## src/rtl/coreabc_ram_pkg.sv

```systemverilog
// coreabc_ram_pkg: shared widths, response depth, controller state type and pointer helper
package coreabc_ram_pkg;

   localparam int ADDR_W    = 8;
   localparam int DATA_W    = 16;
   localparam int RSP_DEPTH = 3;

   typedef enum logic {ST_INIT, ST_RUN} state_t;

   // Advance a response FIFO pointer, wrapping from the last slot back to 0
   function automatic logic [1:0] ptr_inc(input logic [1:0] p);
      return (p == 2'(RSP_DEPTH - 1)) ? 2'd0 : p + 2'd1;
   endfunction

endpackage

```

## src/rtl/coreabc_ram256x16_port_if.sv

```systemverilog
// coreabc_ram256x16_port_if: request/response handshake bundle of the RAM port controller
interface coreabc_ram256x16_port_if;
   import coreabc_ram_pkg::*;

   logic              req_valid;
   logic              req_ready;
   logic              req_write;
   logic [ADDR_W-1:0] req_addr;
   logic [DATA_W-1:0] req_wdata;
   logic              rsp_valid;
   logic              rsp_ready;
   logic [DATA_W-1:0] rsp_rdata;

   modport master (
      output req_valid, req_write, req_addr, req_wdata, rsp_ready,
      input  req_ready, rsp_valid, rsp_rdata
   );

   modport slave (
      input  req_valid, req_write, req_addr, req_wdata, rsp_ready,
      output req_ready, rsp_valid, rsp_rdata
   );

endinterface

```

## src/rtl/coreabc_rsp_fifo.sv

```systemverilog
// coreabc_rsp_fifo: 3x16 response FIFO with a registered head word
module coreabc_rsp_fifo
   import coreabc_ram_pkg::*;
(
   input  logic              i_clk,
   input  logic              i_rst_n,
   input  logic              i_push,
   input  logic [DATA_W-1:0] i_din,
   input  logic              i_pop,
   output logic              o_full,
   output logic              o_empty,
   output logic [DATA_W-1:0] o_head
);

   logic [DATA_W-1:0] r_mem [RSP_DEPTH];
   logic [DATA_W-1:0] r_head;
   logic [1:0]        r_wptr, r_rptr, r_count, w_rptr_n, w_rem;
   logic              w_pop;

   assign o_full   = r_count == 2'(RSP_DEPTH);
   assign o_empty  = r_count == 2'd0;
   assign o_head   = r_head;
   assign w_pop    = i_pop & ~o_empty;
   assign w_rptr_n = w_pop ? ptr_inc(r_rptr) : r_rptr;
   assign w_rem    = r_count - 2'(w_pop);

   // storage array, written at the tail slot
   always_ff @(posedge i_clk)
      if (i_push) r_mem[r_wptr] <= i_din;

   // pointers, occupancy, and head word (bypass the pushed word when nothing older remains)
   always_ff @(posedge i_clk or negedge i_rst_n)
      if (!i_rst_n) begin
         r_wptr  <= 2'd0;
         r_rptr  <= 2'd0;
         r_count <= 2'd0;
         r_head  <= '0;
      end else begin
         if (i_push) r_wptr <= ptr_inc(r_wptr);
         r_rptr  <= w_rptr_n;
         r_count <= w_rem + 2'(i_push);
         if (i_push && w_rem == 2'd0) r_head <= i_din;
         else if (w_rem != 2'd0) r_head <= r_mem[w_rptr_n];
      end

endmodule

```

## src/rtl/coreabc_ram256x16_port.sv

```systemverilog
// coreabc_ram256x16_port: request-side controller for the CoreABC 256x16 RAM wrapper
module coreabc_ram256x16_port
   import coreabc_ram_pkg::*;
#(
   parameter bit              CLEAR_ON_RESET = 1'b1,
   parameter logic [DATA_W-1:0] CLEAR_VALUE  = '0
) (
   input  logic                     i_rwclk,
   input  logic                     i_reset_n,
   coreabc_ram256x16_port_if.slave  io_bus,
   output logic                     o_init_busy,
   output logic                     o_ram_wen,
   output logic                     o_ram_ren,
   output logic [ADDR_W-1:0]        o_ram_waddr,
   output logic [ADDR_W-1:0]        o_ram_raddr,
   output logic [DATA_W-1:0]        o_ram_wd,
   input  logic [DATA_W-1:0]        i_ram_rd
);

   state_t            r_state, w_state_n;
   logic [ADDR_W-1:0] r_cnt, r_waddr, r_raddr;
   logic [DATA_W-1:0] r_wd, w_head;
   logic [1:0]        r_outst;
   logic              r_inflight;
   logic              w_ready, w_clr, w_wr_acc, w_rd_acc;
   logic              w_pop, w_push, w_full, w_empty;

   // state register; reset lands in INIT only when the clear sequence is enabled
   always_ff @(posedge i_rwclk or negedge i_reset_n)
      if (!i_reset_n) r_state <= CLEAR_ON_RESET ? ST_INIT : ST_RUN;
      else r_state <= w_state_n;

   // next state: leave INIT once the write at address 255 has been issued
   always_comb begin
      w_state_n = (r_state == ST_INIT && r_cnt == '1) ? ST_RUN : r_state;
   end

   // outputs: clear writes in INIT, single accepted request per cycle in RUN, idle ports hold last values
   always_comb begin
      w_ready     = i_reset_n & (r_state == ST_RUN) & (r_outst != 2'(RSP_DEPTH));
      w_wr_acc    = io_bus.req_valid & w_ready & io_bus.req_write;
      w_rd_acc    = io_bus.req_valid & w_ready & ~io_bus.req_write;
      w_clr       = i_reset_n & (r_state == ST_INIT);
      o_init_busy = r_state == ST_INIT;
      o_ram_wen   = w_clr | w_wr_acc;
      o_ram_ren   = w_rd_acc;
      o_ram_waddr = w_clr ? r_cnt : w_wr_acc ? io_bus.req_addr : r_waddr;
      o_ram_wd    = w_clr ? CLEAR_VALUE : w_wr_acc ? io_bus.req_wdata : r_wd;
      o_ram_raddr = w_rd_acc ? io_bus.req_addr : r_raddr;
   end

   assign w_pop            = ~w_empty & io_bus.rsp_ready;
   assign w_push           = r_inflight & (~w_full | w_pop);
   assign io_bus.req_ready = w_ready;
   assign io_bus.rsp_valid = ~w_empty;
   assign io_bus.rsp_rdata = w_head;

   // clear counter, outstanding-read count, read-in-flight flag and held RAM port values
   always_ff @(posedge i_rwclk or negedge i_reset_n)
      if (!i_reset_n) begin
         r_cnt      <= '0;
         r_outst    <= 2'd0;
         r_inflight <= 1'b0;
         r_waddr    <= '0;
         r_raddr    <= '0;
         r_wd       <= '0;
      end else begin
         r_cnt      <= (r_state == ST_RUN) ? '0 : r_cnt + ADDR_W'(1);
         r_outst    <= r_outst + 2'(w_rd_acc) - 2'(w_pop);
         r_inflight <= w_rd_acc;
         r_waddr    <= o_ram_waddr;
         r_raddr    <= o_ram_raddr;
         r_wd       <= o_ram_wd;
      end

   coreabc_rsp_fifo u_fifo (
      .i_clk   (i_rwclk),
      .i_rst_n (i_reset_n),
      .i_push  (w_push),
      .i_din   (i_ram_rd),
      .i_pop   (w_pop),
      .o_full  (w_full),
      .o_empty (w_empty),
      .o_head  (w_head)
   );

endmodule
```

## src/flat_wrapper.sv

```systemverilog
// flat-port wrapper written by rule: the top's interface ports become plain ports
module coreabc_ram256x16_port_flat import coreabc_ram_pkg::*;
#(
   parameter bit              CLEAR_ON_RESET = 1'b1,
   parameter logic [DATA_W-1:0] CLEAR_VALUE  = '0
)
  (i_rwclk, i_reset_n, o_init_busy, o_ram_wen, o_ram_ren, o_ram_waddr, o_ram_raddr, o_ram_wd, i_ram_rd, io_bus_req_valid, io_bus_req_write, io_bus_req_addr, io_bus_req_wdata, io_bus_rsp_ready, io_bus_req_ready, io_bus_rsp_valid, io_bus_rsp_rdata);
  coreabc_ram256x16_port_if io_bus_i ();
  input  logic i_rwclk;
  input  logic i_reset_n;
  output logic o_init_busy;
  output logic o_ram_wen;
  output logic o_ram_ren;
  output logic [ADDR_W-1:0] o_ram_waddr;
  output logic [ADDR_W-1:0] o_ram_raddr;
  output logic [DATA_W-1:0] o_ram_wd;
  input  logic [DATA_W-1:0] i_ram_rd;
  input wire logic [$bits(io_bus_i.req_valid)-1:0] io_bus_req_valid;
  input wire logic [$bits(io_bus_i.req_write)-1:0] io_bus_req_write;
  input wire logic [$bits(io_bus_i.req_addr)-1:0] io_bus_req_addr;
  input wire logic [$bits(io_bus_i.req_wdata)-1:0] io_bus_req_wdata;
  input wire logic [$bits(io_bus_i.rsp_ready)-1:0] io_bus_rsp_ready;
  output wire logic [$bits(io_bus_i.req_ready)-1:0] io_bus_req_ready;
  output wire logic [$bits(io_bus_i.rsp_valid)-1:0] io_bus_rsp_valid;
  output wire logic [$bits(io_bus_i.rsp_rdata)-1:0] io_bus_rsp_rdata;
  assign io_bus_i.req_valid = io_bus_req_valid;
  assign io_bus_i.req_write = io_bus_req_write;
  assign io_bus_i.req_addr = io_bus_req_addr;
  assign io_bus_i.req_wdata = io_bus_req_wdata;
  assign io_bus_i.rsp_ready = io_bus_rsp_ready;
  assign io_bus_req_ready = io_bus_i.req_ready;
  assign io_bus_rsp_valid = io_bus_i.rsp_valid;
  assign io_bus_rsp_rdata = io_bus_i.rsp_rdata;
  coreabc_ram256x16_port #(.CLEAR_ON_RESET(CLEAR_ON_RESET), .CLEAR_VALUE(CLEAR_VALUE)) u_core (.i_rwclk(i_rwclk), .i_reset_n(i_reset_n), .io_bus(io_bus_i), .o_init_busy(o_init_busy), .o_ram_wen(o_ram_wen), .o_ram_ren(o_ram_ren), .o_ram_waddr(o_ram_waddr), .o_ram_raddr(o_ram_raddr), .o_ram_wd(o_ram_wd), .i_ram_rd(i_ram_rd));
endmodule
```

## config.mk

```make
export PLATFORM = sky130hd
export DESIGN_NAME = coreabc_ram256x16_port_flat
export DESIGN_NICKNAME = d
export VERILOG_FILES = /design/src/rtl/coreabc_ram_pkg.sv /design/src/rtl/coreabc_ram256x16_port_if.sv /design/src/rtl/coreabc_rsp_fifo.sv /design/src/rtl/coreabc_ram256x16_port.sv /design/src/flat_wrapper.sv
export SDC_FILE = /design/constraint.sdc
export NUM_CORES = 1
export LEC_CHECK = 0
export ABC_CLOCK_PERIOD_IN_PS = 4450
export CAP_MARGIN = 20
export CORE_ASPECT_RATIO = 1.75
export CORE_MARGIN = 10
export CORE_UTILIZATION = 45
export DETAILED_ROUTE_END_ITERATION = 6
export DONT_BUFFER_PORTS = 1
export PLACE_DENSITY = 0.7
export SYNTH_ARGS = -nofsm -noshare
export SYNTH_HDL_FRONTEND = slang
export SYNTH_SLANG_ARGS = --single-unit
```

## constraint.sdc

```tcl
create_clock -name i_rwclk -period 4.45 [get_ports i_rwclk]
set_input_delay 0.445 -clock i_rwclk [delete_from_list [all_inputs] [get_ports i_rwclk]]
set_output_delay 0.445 -clock i_rwclk [all_outputs]
set_load 0.05 [all_outputs]
```

# After elaboration in Yosys (flattened, before gate mapping)
# Memories as Yosys holds them, arrays and structs flattened.
# Index checks and enable logic that the tools add are counted.
[classes]
addsub = 7
eq_ne = 5
mux = 13
n_bitwise = 15
reduce_logical = 6
[op_table]
columns = ["operator", "count"]
rows = [
  ["16-bit 2-to-1 mux", 4],
  ["8-bit 2-to-1 mux", 4],
  ["1-bit AND", 9],
  ["8-bit by 1-bit adder with 8-bit output, second input constant", 1],
  ["8-bit == test, second input constant", 1],
  ["2-bit == test, second input constant", 3],
  ["2-bit 2-to-1 mux", 3],
  ["2-bit by 1-bit adder with 2-bit output", 2],
  ["2-bit by 1-bit adder with 2-bit output, second input constant", 2],
  ["2-bit logical NOT", 2],
  ["1-bit inverter", 4],
  ["2-bit nonzero test", 2],
  ["2-bit by 1-bit subtractor with 2-bit output", 2],
  ["1-bit logical AND", 2],
  ["1-bit 2-to-1 mux", 2],
  ["2-bit inequality test, second input constant", 1],
  ["1-bit OR", 2],
]
[totals]
reg_bits = 66
ramBits = 48
in_bits = 45
out_inout_bits = 53
elab_cells = 58
mem_count = 1
[memory_table]
columns = ["memory", "words", "width", "rd", "rd_ports_with_merged_regs", "wr", "line", "rtl"]
rows = [
  ["u_core.u_fifo.r_mem", 3, 16, 1, 0, 1, "coreabc_rsp_fifo.sv:15", "logic [DATA_W-1:0] r_mem [RSP_DEPTH];"],
]

# Depth between registers and ports, before layout
# Gate-level depths: netlist (run 1).
[depth]
ltp_word = 8
ltp_mapped = 11
depth_no_buf = 8

# Modules after synthesis
# A second synthesis (run 1) with hierarchy kept.
[hier_totals]
cells_unflattened = 386
hier_area_um2 = 4944.7
[by_module_without_submodules]
columns = ["module", "n_inst", "cells_per_inst", "area_each_um2", "seq_area_each_um2"]
rows = [
  ["coreabc_rsp_fifo", 1, 175, 2810.2, 1991.9],
  ["coreabc_ram256x16_port", 1, 211, 2134.5, 1101.1],
]

# Least setup slack after synthesis (run 1)
# No wires, ideal clock.
[synth_path]
path_type = "input -> output"
startpoint = "input port i_reset_n"
endpoint = "output port o_ram_waddr[4]"
t_arrival_ns = 2.398
required_ns = 4.005
slack_ns = 1.607
stages = 5
path_buffers = 1
path_cell_list = "and2_1 -> nand4_1 -> buf_4 -> mux2i_1 -> o21ai_0"
[synth_via]
elab_chain_len = 6
word_cells_on_any_way = 7
classes_between = "2 x mux; 5 x bitwise"
[synth_lines]
columns = ["element", "line", "rtl"]
rows = [
  ["start, declared", "flat_wrapper.sv:10", "input logic i_reset_n;"],
  ["1-bit AND (2 in series)", "coreabc_ram256x16_port.sv:40", "w_ready = i_reset_n & (r_state == ST_RUN) & (r_outst != 2'(RSP_DEPTH));"],
  ["1-bit AND (2 in series)", "coreabc_ram256x16_port.sv:41", "w_wr_acc = io_bus.req_valid & w_ready & io_bus.req_write;"],
  ["8-bit 2-to-1 mux", "coreabc_ram256x16_port.sv:47", "o_ram_waddr = w_clr ? r_cnt : w_wr_acc ? io_bus.req_addr : r_waddr;"],
  ["8-bit 2-to-1 mux *", "coreabc_ram256x16_port.sv:47", ""],
  ["end, declared", "flat_wrapper.sv:14", "output logic [ADDR_W-1:0] o_ram_waddr;"],
]
# Every way passes the cells marked *; elsewhere a longest branch is shown, timed or not.

# Worst setup path after layout (run 1)
[layout_path]
startpoint = "register u_core.r_state"
endpoint = "output port o_ram_raddr[0]"
[layout_via]
elab_chain_len = 5
[layout_lines]
columns = ["element", "line", "rtl"]
rows = [
  ["start, declared", "coreabc_ram256x16_port.sv:20", "state_t r_state, w_state_n;"],
  ["start signal, assigned", "coreabc_ram256x16_port.sv:30", "if (!i_reset_n) r_state <= CLEAR_ON_RESET ? ST_INIT : ST_RUN;"],
  ["start signal, assigned", "coreabc_ram256x16_port.sv:31", "else r_state <= w_state_n;"],
  ["1-bit AND (2 in series)", "coreabc_ram256x16_port.sv:40", ""],
  ["named net io_bus_req_ready", "flat_wrapper.sv:23", "output wire logic [$bits(io_bus_i.req_ready)-1:0] io_bus_req_ready;"],
  ["1-bit AND (2 in series)", "coreabc_ram256x16_port.sv:42", "w_rd_acc = io_bus.req_valid & w_ready & ~io_bus.req_write;"],
  ["8-bit 2-to-1 mux", "coreabc_ram256x16_port.sv:49", "o_ram_raddr = w_rd_acc ? io_bus.req_addr : r_raddr;"],
  ["end, declared", "flat_wrapper.sv:15", "output logic [ADDR_W-1:0] o_ram_raddr;"],
]
# The timed path passes the listed nets, and every way through them passes these cells.

==> results of run 1 <==
## power by group through the flow
stage | logic [mW] | registers, mW | clock network (mW)
floorplan | 0.990 | 1.55 | 0
global placement | 1.13 | 1.61 | 0
detailed placement | 1.18 | 1.61 | 0
CTS | 1.20 | 1.59 | 1.40
global route | 1.31 | 1.60 | 1.44
finish | 1.20 | 1.58 | 1.38
## stage by stage
stage	hold WS (ns)	power, mW	cells	util, %	area (um2)
detailed placement	0.1519	2.789	586	46.95	5468
global placement	0.1518	2.739	585	46.82	5453
finish	0.1368	4.155	620	52.65	6132
CTS	0.1215	4.191	620	52.65	6132
global route	0.1201	4.352	620	52.65	6132
floorplan	0.1494	2.542	477	-	5360
## cell type report
class                      instances  area (um2)
fill                             962        5514
sequential                       114        3093
multi-input combinational        319        2095
clock buffer                      28       601.8
tap                              135       168.9
timing repair buffer              11       112.6
inverter                           9       36.28
clock inverter                     4       25.02
## Yosys cell counts (all sizes together) (2+ instances only)
| cell | count |
|---|---|
| a21o | 3 |
| nand2b | 2 |
| nor3b | 18 |
| o2bb2ai | 16 |
| xnor2 | 5 |
| clkbuf | 19 |
| dfrtp | 66 |
| a32o | 16 |
| nand3 | 21 |
| nand4 | 2 |
| mux2i | 24 |
| nor3 | 67 |
| mux2 | 9 |
| and2 | 3 |
| ha | 5 |
| nor2b | 19 |
| nor2 | 40 |
| buf | 16 |
| a21oi | 3 |
| xor2 | 4 |
| o21ai | 43 |
| nand2 | 14 |
| inv | 9 |
| edfxtp | 48 |
## registers in the layout, indices dropped and copies added, names as in the netlist, 2 cells and up
name,cells
u_core.u_fifo.r_wptr,2
u_core.u_fifo.r_count,2
u_core.r_outst,2
u_core.r_wd,16
u_core.u_fifo.r_mem,48
u_core.r_cnt,8
u_core.u_fifo.o_head,16
u_core.r_raddr,8
u_core.u_fifo.r_rptr,2
u_core.r_waddr,8
## metal layers
metal	wire length (um)	global-route usage (%)
met5	0	0
met4	429	8.570
met1	4661	16.27
met2	7191	28.40
met3	1349	6.904
## kinds of logic after synthesis
kind of cell    after synthesis  synth area share [%]
flops                       114                 57.70
buf+inv                      44                 3.898
compound gates               81                 10.67
fa+ha+maj                     5                 1.167
xor+xnor                      9                 1.611
mux                          33                 6.443
simple gates                191                 18.51
## how the worst max path moves through the flow
stage                             startpoint                  endpoint  slack [ns]  cells past startpoint
floorplan                          i_reset_n            o_ram_waddr[4]        1.61                      5
CTS                           u_core.r_state            o_ram_raddr[0]        1.30                      4
global placement    u_core.u_fifo.r_count[1]  u_core.u_fifo.o_head[13]        1.66                      7
global route                  u_core.r_state            o_ram_raddr[4]        1.22                      4
finish                        u_core.r_state            o_ram_raddr[0]        1.36                      4
detailed placement  u_core.u_fifo.r_count[1]  u_core.u_fifo.o_head[14]        1.60                      7
==> PnR_summary.wiki, run 1 <==
{| class="wikitable"
! Metric !! Value
|-
| Run status || finished clean
|-
| Worst hold path depth || 0
|-
| DRC Markers || 0
|-
| Element type at the critical path start || flop
|-
| Sort of element at the end of the critical path || output port
|-
| Place WS || ~1.6 ns
|-
| H-tree levels || 4
|-
| Number of top-level pins || around 100
|-
| Most frequent cells in the layout || nor3_1, dfrtp_1, edfxtp_1
|-
| Area share of the largest cell type after synthesis || 30.81%
|-
| Cell type with the largest total area after synthesis || dfrtp_1
|-
| Netlist Area Pre-Place || 0.005360 mm2
|-
| Achievable clock frequency || 324.0 MHz
|-
| Register-to-Register Setup Slack || about 1.6 ns
|-
| Most frequent CP cell || and2_1
|-
| Smallest setup slack after layout || 1.364 ns
|-
| Tmin final || 3.086 ns
|-
| Final period util || 69.36%
|-
| DRT antenna net count || 0
|-
| CTS Root Cell || clkbuf_16
|-
| HP Start || i_ram_rd[3]
|-
| Switching power share of the total || 37.39%
|-
| Number of buffers and inverters on the critical path || 0
|-
| Largest delay share family, worst path || simple AND/OR/NAND/NOR gates
|-
| Signal arrival time at the worst endpoint || 2.64 ns
|-
| Maximum clock path buffer count || 2
|-
| Worst path required time || 4.01 ns
|-
| CP max stage cell || mux2_2
|-
| Logic depth of the worst register-to-register path || 7
|-
| Routed wire length || 13,630 um
|-
| CTS clock-pin slew for the worst setup and hold paths || 0.05 ns
|-
| Prevailing post-synth register cell || dfrtp_1
|-
| Crit path max fanout || 11
|-
| Cell-by-cell listing of the critical path || and2_1 -> and2_1 -> nand3b_1 -> mux2_2
|-
| Clock tree from TritonCTS || built
|-
| Sink of the worst hold path || u_core.u_fifo.r_mem[0][3]
|-
| Leftover overflow at the end of global routing || 0
|-
| Total track usage || 16.46%
|-
| Setup clock skew after layout || 0.01260 ns
|-
| Clock power share || 33.1%
|-
| Most area-consuming cells after synthesis || dfrtp_1, edfxtp_1, nor3_1, mux2i_1, o21ai_0
|-
| Quantity of hold-fixing buffers added after cts || 2
|-
| Number of max-slew violations in the final report || 0
|-
| # rows || 52
|-
| Final number of hold-violating endpoints || 0
|-
| Actual transition at the worst max-transition pin || 1.046 ns
|-
| Antenna Diode Count || 0
|-
| Slowest stage delay, CP || 0.56 ns
|-
| Floorplan core area || 0.01165 mm2
|-
| Internal || 2.601 mW
|-
| Post-synthesis async set-or-reset flop share || roughly 58%
|-
| Flip-flop and latch count after synthesis || ~110
|-
| Wire length of the first global-routing pass || between 20,000 and 25,000 um
|-
| Path type of the worst setup path || reg -> out
|-
| Max-Cap Viols || 0
|-
| Number of cells upsized or downsized after cts || 0
|-
| RSZ-0062 raised after global routing || false
|-
| Clk Latency, worst-skew pair || 0.40 ns
|-
| Reported leakage power || 2.511 nW
|-
| Post-Route Setup TNS || 0 ns
|-
| Launch instance of the worst register-to-register path || u_core.u_fifo.r_count[1]
|-
| Total iterations of the first detailed-routing run || 4
|-
| TritonCTS buffer count || 17
|-
| Switching pwr || 1.554 mW
|-
| Area added between synthesis and finish || 14.40%
|-
| Via density || 6.127
|-
| Net Count, Synth || about 530
|-
| Number of instances in the synthesized netlist || around 480
|-
| Distinct cell type count after synthesis || 39
|-
| Overall via count from detail_route || 3,799
|-
| Synth warn || 0
|-
| Avg WL per Cell || 21.98 um
|-
| Number of port buffers || 0
|-
| Per-instance average area after synthesis || 11.24 um2
|-
| Effective utilization at floorplan || 46.02%
|-
| DIE AREA || approximately 0.017 mm2
|-
| Sinks on the clock net || 114
|-
| Drt initial violations || between 200 and 250
|-
| Fraction of final layout cells with drive strength greater than 1 || 12.58%
|-
| Share of the yosys chip area belonging to registers || 57.70%
|-
| Capture point of the worst reg-to-reg path || u_core.u_fifo.o_head[14]
|-
| Power per unit of standard cell area || 677.6 mW/mm2
|-
| Worst hold path type || in -> reg
|-
| Final nets || 522
|-
| Total setup buffers inserted after CTS || 0
|-
| Via count of the first global-routing pass || around 4,000
|-
| Largest net degree at the start of global routing || slightly below 70
|-
| Sequential share of power || around two fifths
|-
| Worst voltage drop across the vdd grid || 0.3325 mV
|-
| Initial antenna violation count || 0
|-
| Number of enable-type register cells in the synthesized netlist || 48
|-
| Chip Height || 164.4 um
|-
| Combinational group share of total power || 28.8%
|-
| Detailed Place HPWL || ~9000 um
|-
| Worst relative slew slack || 29.83%
|-
| Gp weighted congestion || around 0.76
|-
| Final setup violation count || 0
|-
| Die Wd || ~100 um
|}
Power figures use the tool's default switching activity.
==> run 2: changes to the inputs <==
ABC_CLOCK_PERIOD_IN_PS = 2600   (was 4450)
PLACE_DENSITY = 0.72   (was 0.7)
clock period = 2.6 ns   (was 4.45 ns; I/O delays follow)
==> run 2 against run 1 <==
  * Critical path depth increased by 1
  * Cell count increased by 5.8%
  * First-iteration DRC count decreased by 17%
  * Combinational power increased by 76%
  * Clock power increased by 71%
  * Critical path type unchanged
  * Largest cell class unchanged
==> PnR_summary.wiki, run 2 (same netlist as run 1, synthesis figures left out) <==
{| class="wikitable"
! Metric !! Value
|-
| Sinks on the clock net || 114 (unchanged)
|-
| Worst path required time || 2.34 ns (-1.67 ns)
|-
| Chip Height || 164.4 um (unchanged)
|-
| Number of flip-flops under the largest register name || 48 (unchanged)
|-
| Signal arrival time at the worst endpoint || 2.20 ns (-0.44 ns)
|-
| Utilization after layout || 55.51% (+2.9 points)
|-
| Clock tree from TritonCTS || built
|-
| H-tree levels || 4 (unchanged)
|-
| Total iterations of the first detailed-routing run || 5 (+1)
|-
| Cell Area, Placed || 0.005623 mm2 (+2.8%)
|-
| Leftover overflow at the end of global routing || 0 (unchanged)
|-
| Tmin final || 2.460 ns
|-
| Largest net degree at the start of global routing || 67 (-1.5%)
|-
| Finished layout cell area || 0.006465 mm2 (+5.4%)
|-
| Met1 demand-to-capacity share in global routing || 15.77% (-0.51 points)
|-
| Final period util || 94.63%
|-
| Post-Route Setup TNS || 0 ns (unchanged)
|-
| Floorplan core area || 0.01165 mm2 (unchanged)
|-
| Global routing met3 resource utilization || 7.071% (+0.17 points)
|-
| Setup clock skew after layout || 0.004684 ns (-0.007914 ns)
|-
| Worst hold path depth || 3 (+3)
|-
| Routed wire length || 14,450 um (+6.0%)
|-
| # rows || 52 (unchanged)
|-
| Clk Latency, worst-skew pair || 0.41 ns (about the same)
|-
| Final nets || 558 (+6.9%)
|-
| RSZ-0062 raised after global routing || false
|-
| Avg WL per Cell || 22.02 um (+0.18%)
|-
| Overall via count from detail_route || 3,936 (+3.6%)
|-
| Max-Cap Viols || 0 (unchanged)
|-
| Final number of hold-violating endpoints || 0 (unchanged)
|-
| Path type of the worst setup path || reg -> out
|-
| TritonCTS buffer count || 17 (unchanged)
|-
| DRT antenna net count || 0 (unchanged)
|-
| Number of top-level pins || 98 (unchanged)
|-
| Drt initial violations || 180 (-17%)
|-
| Register-to-Register Setup Slack || 0.33 ns (-1.24 ns)
|-
| DRC Markers || 0 (unchanged)
|-
| Met2 Usage GRT || 32.16% (+3.8 points)
|-
| Reported leakage power || 2.659 nW (+5.9%)
|-
| Area added between synthesis and finish || 20.61%
|-
| Final setup violation count || 0 (unchanged)
|-
| Number of port buffers || 0 (unchanged)
|-
| DIE AREA || 0.01685 mm2 (unchanged)
|-
| Via density || 6.000 (-2.1%)
|-
| Total setup buffers inserted after CTS || 0 (unchanged)
|-
| Sort of element at the end of the critical path || output port
|-
| Number of max-slew violations in the final report || 0 (unchanged)
|-
| Most frequent cells in the layout || nor3_1, dfrtp_1, edfxtp_1
|-
| Initial antenna violation count || 0 (unchanged)
|-
| CTS clock-pin slew for the worst setup and hold paths || 0.05 ns (about the same)
|-
| Maximum clock path buffer count || 2 (unchanged)
|-
| Fraction of final layout cells with drive strength greater than 1 || 18.04% (+5.5 points)
|-
| Actual transition at the worst max-transition pin || 0.9482 ns (-0.09734 ns)
|-
| Register containing the most flip-flops in the final layout || u_core.u_fifo.r_mem
|-
| CTS Root Cell || clkbuf_16
|-
| Antenna Diode Count || 0 (unchanged)
|-
| Layer carrying the most global-route usage || met2
|-
| Gp weighted congestion || 0.8029 (+5.4%)
|-
| Worst voltage drop across the vdd grid || 0.4915 mV (+48%)
|-
| Total track usage || 17.48% (+1.0 points)
|-
| Run status || finished clean
|-
| Wire length of the first global-routing pass || 21,920 um (+3.2%)
|-
| Worst hold path type || in -> reg
|-
| Element type at the critical path start || flop
|-
| Die Wd || 102.5 um (unchanged)
|-
| Power per unit of standard cell area || 1117 mW/mm2 (+65%)
|-
| Logic depth of the worst register-to-register path || 7 (unchanged)
|-
| Achievable clock frequency || slightly above 400 MHz
|-
| Worst relative slew slack || 36.55% (+6.7 points)
|-
| Effective utilization at floorplan || 46.02% (unchanged)
|-
| Detailed Place HPWL || 9548 um (+5.6%)
|-
| Via count of the first global-routing pass || 4,007 (-0.57%)
|-
| Crit path max fanout || 18 (+7)
|}
-- run 2: cell count changes in the layout (fill, tap and decap cells not counted), moves of 5 or more --
cell / previous run / this run
nor2_1: 40 / 28
nor2_2: 0 / 12
buf_4: 8 / 27
dlygate4sd3_1: 1 / 17
clkbuf_8: 5 / 0
-- run 2: final timing paths --
| check | endpoint | from |
|---|---|---|
| worst max-delay path | o_ram_wd[7] | u_core.r_state |
| worst min-delay path | u_core.u_fifo.o_head[6] | i_ram_rd[6] |
| worst max register to register | u_core.u_fifo.o_head[1] | u_core.u_fifo.r_count[1] |
| worst min register to register | u_core.r_cnt[0] | u_core.r_cnt[0] |
| max in group asynchronous | u_core.r_waddr[1] | i_reset_n |
| min in group asynchronous | u_core.u_fifo.o_head[11] | i_reset_n |
-- run 2: area by class of cell --
cell class,instances,area [um2]
tap,135,168.9
fill,928,5181
timing repair buffer,47,440.4
multi-input combinational,319,2117
inverter,9,36.28
sequential,114,3093
clock inverter,15,183.9
clock buffer,17,425.4
-- run 2: worst max-delay path, stage by stage (launching register included) --
cell     delay (ns)
dfrtp_1        0.37
and2_1         0.17
nand4_1        0.10
buf_4          0.30
mux2i_1        0.12
nor2_1         0.73
-- run 2: repair_timing --
action                                  in CTS  in global routing
endpoints found under the setup margin       0                 12
hold endpoints to repair                   114                  0
hold buffers                                18                  0
gates resized for setup                      0                 13
-- run 2: power breakdown --
part           total (mW)  internal [mW]  leakage (nW)  switching [mW]
sequential           2.76           2.07          1.28           0.687
clock                2.36           1.51         0.280           0.846
combinational        2.11          0.893          1.10            1.21
total                7.22           4.47          2.66            2.75
-- run 2: per-stage QoR --
stage | hold WS, ns | power (mW) | instances | setup slack [ns]
final | 0.2205 | 7.220 | 656 | 0.1396
after floorplan | -0.03559 | 4.350 | 477 | 0.05899
after global routing | 0.2220 | 7.514 | 656 | 0.0004636
after CTS | 0.2034 | 7.259 | 656 | 0.03184
after detailed placement | -0.03316 | 4.831 | 606 | 0.3568
after global placement | -0.03323 | 4.735 | 606 | 0.4461
-- run 2: per-layer routing --
layer / vias to the layer above / share of wire (%) / wire [um]
met5: - / 0 / 0
met4: 0 / 2.8 / 402
met3: 31 / 10 / 1446
met2: 163 / 56 / 8033
met1: 1930 / 32 / 4566
li1: 1812 / - / -
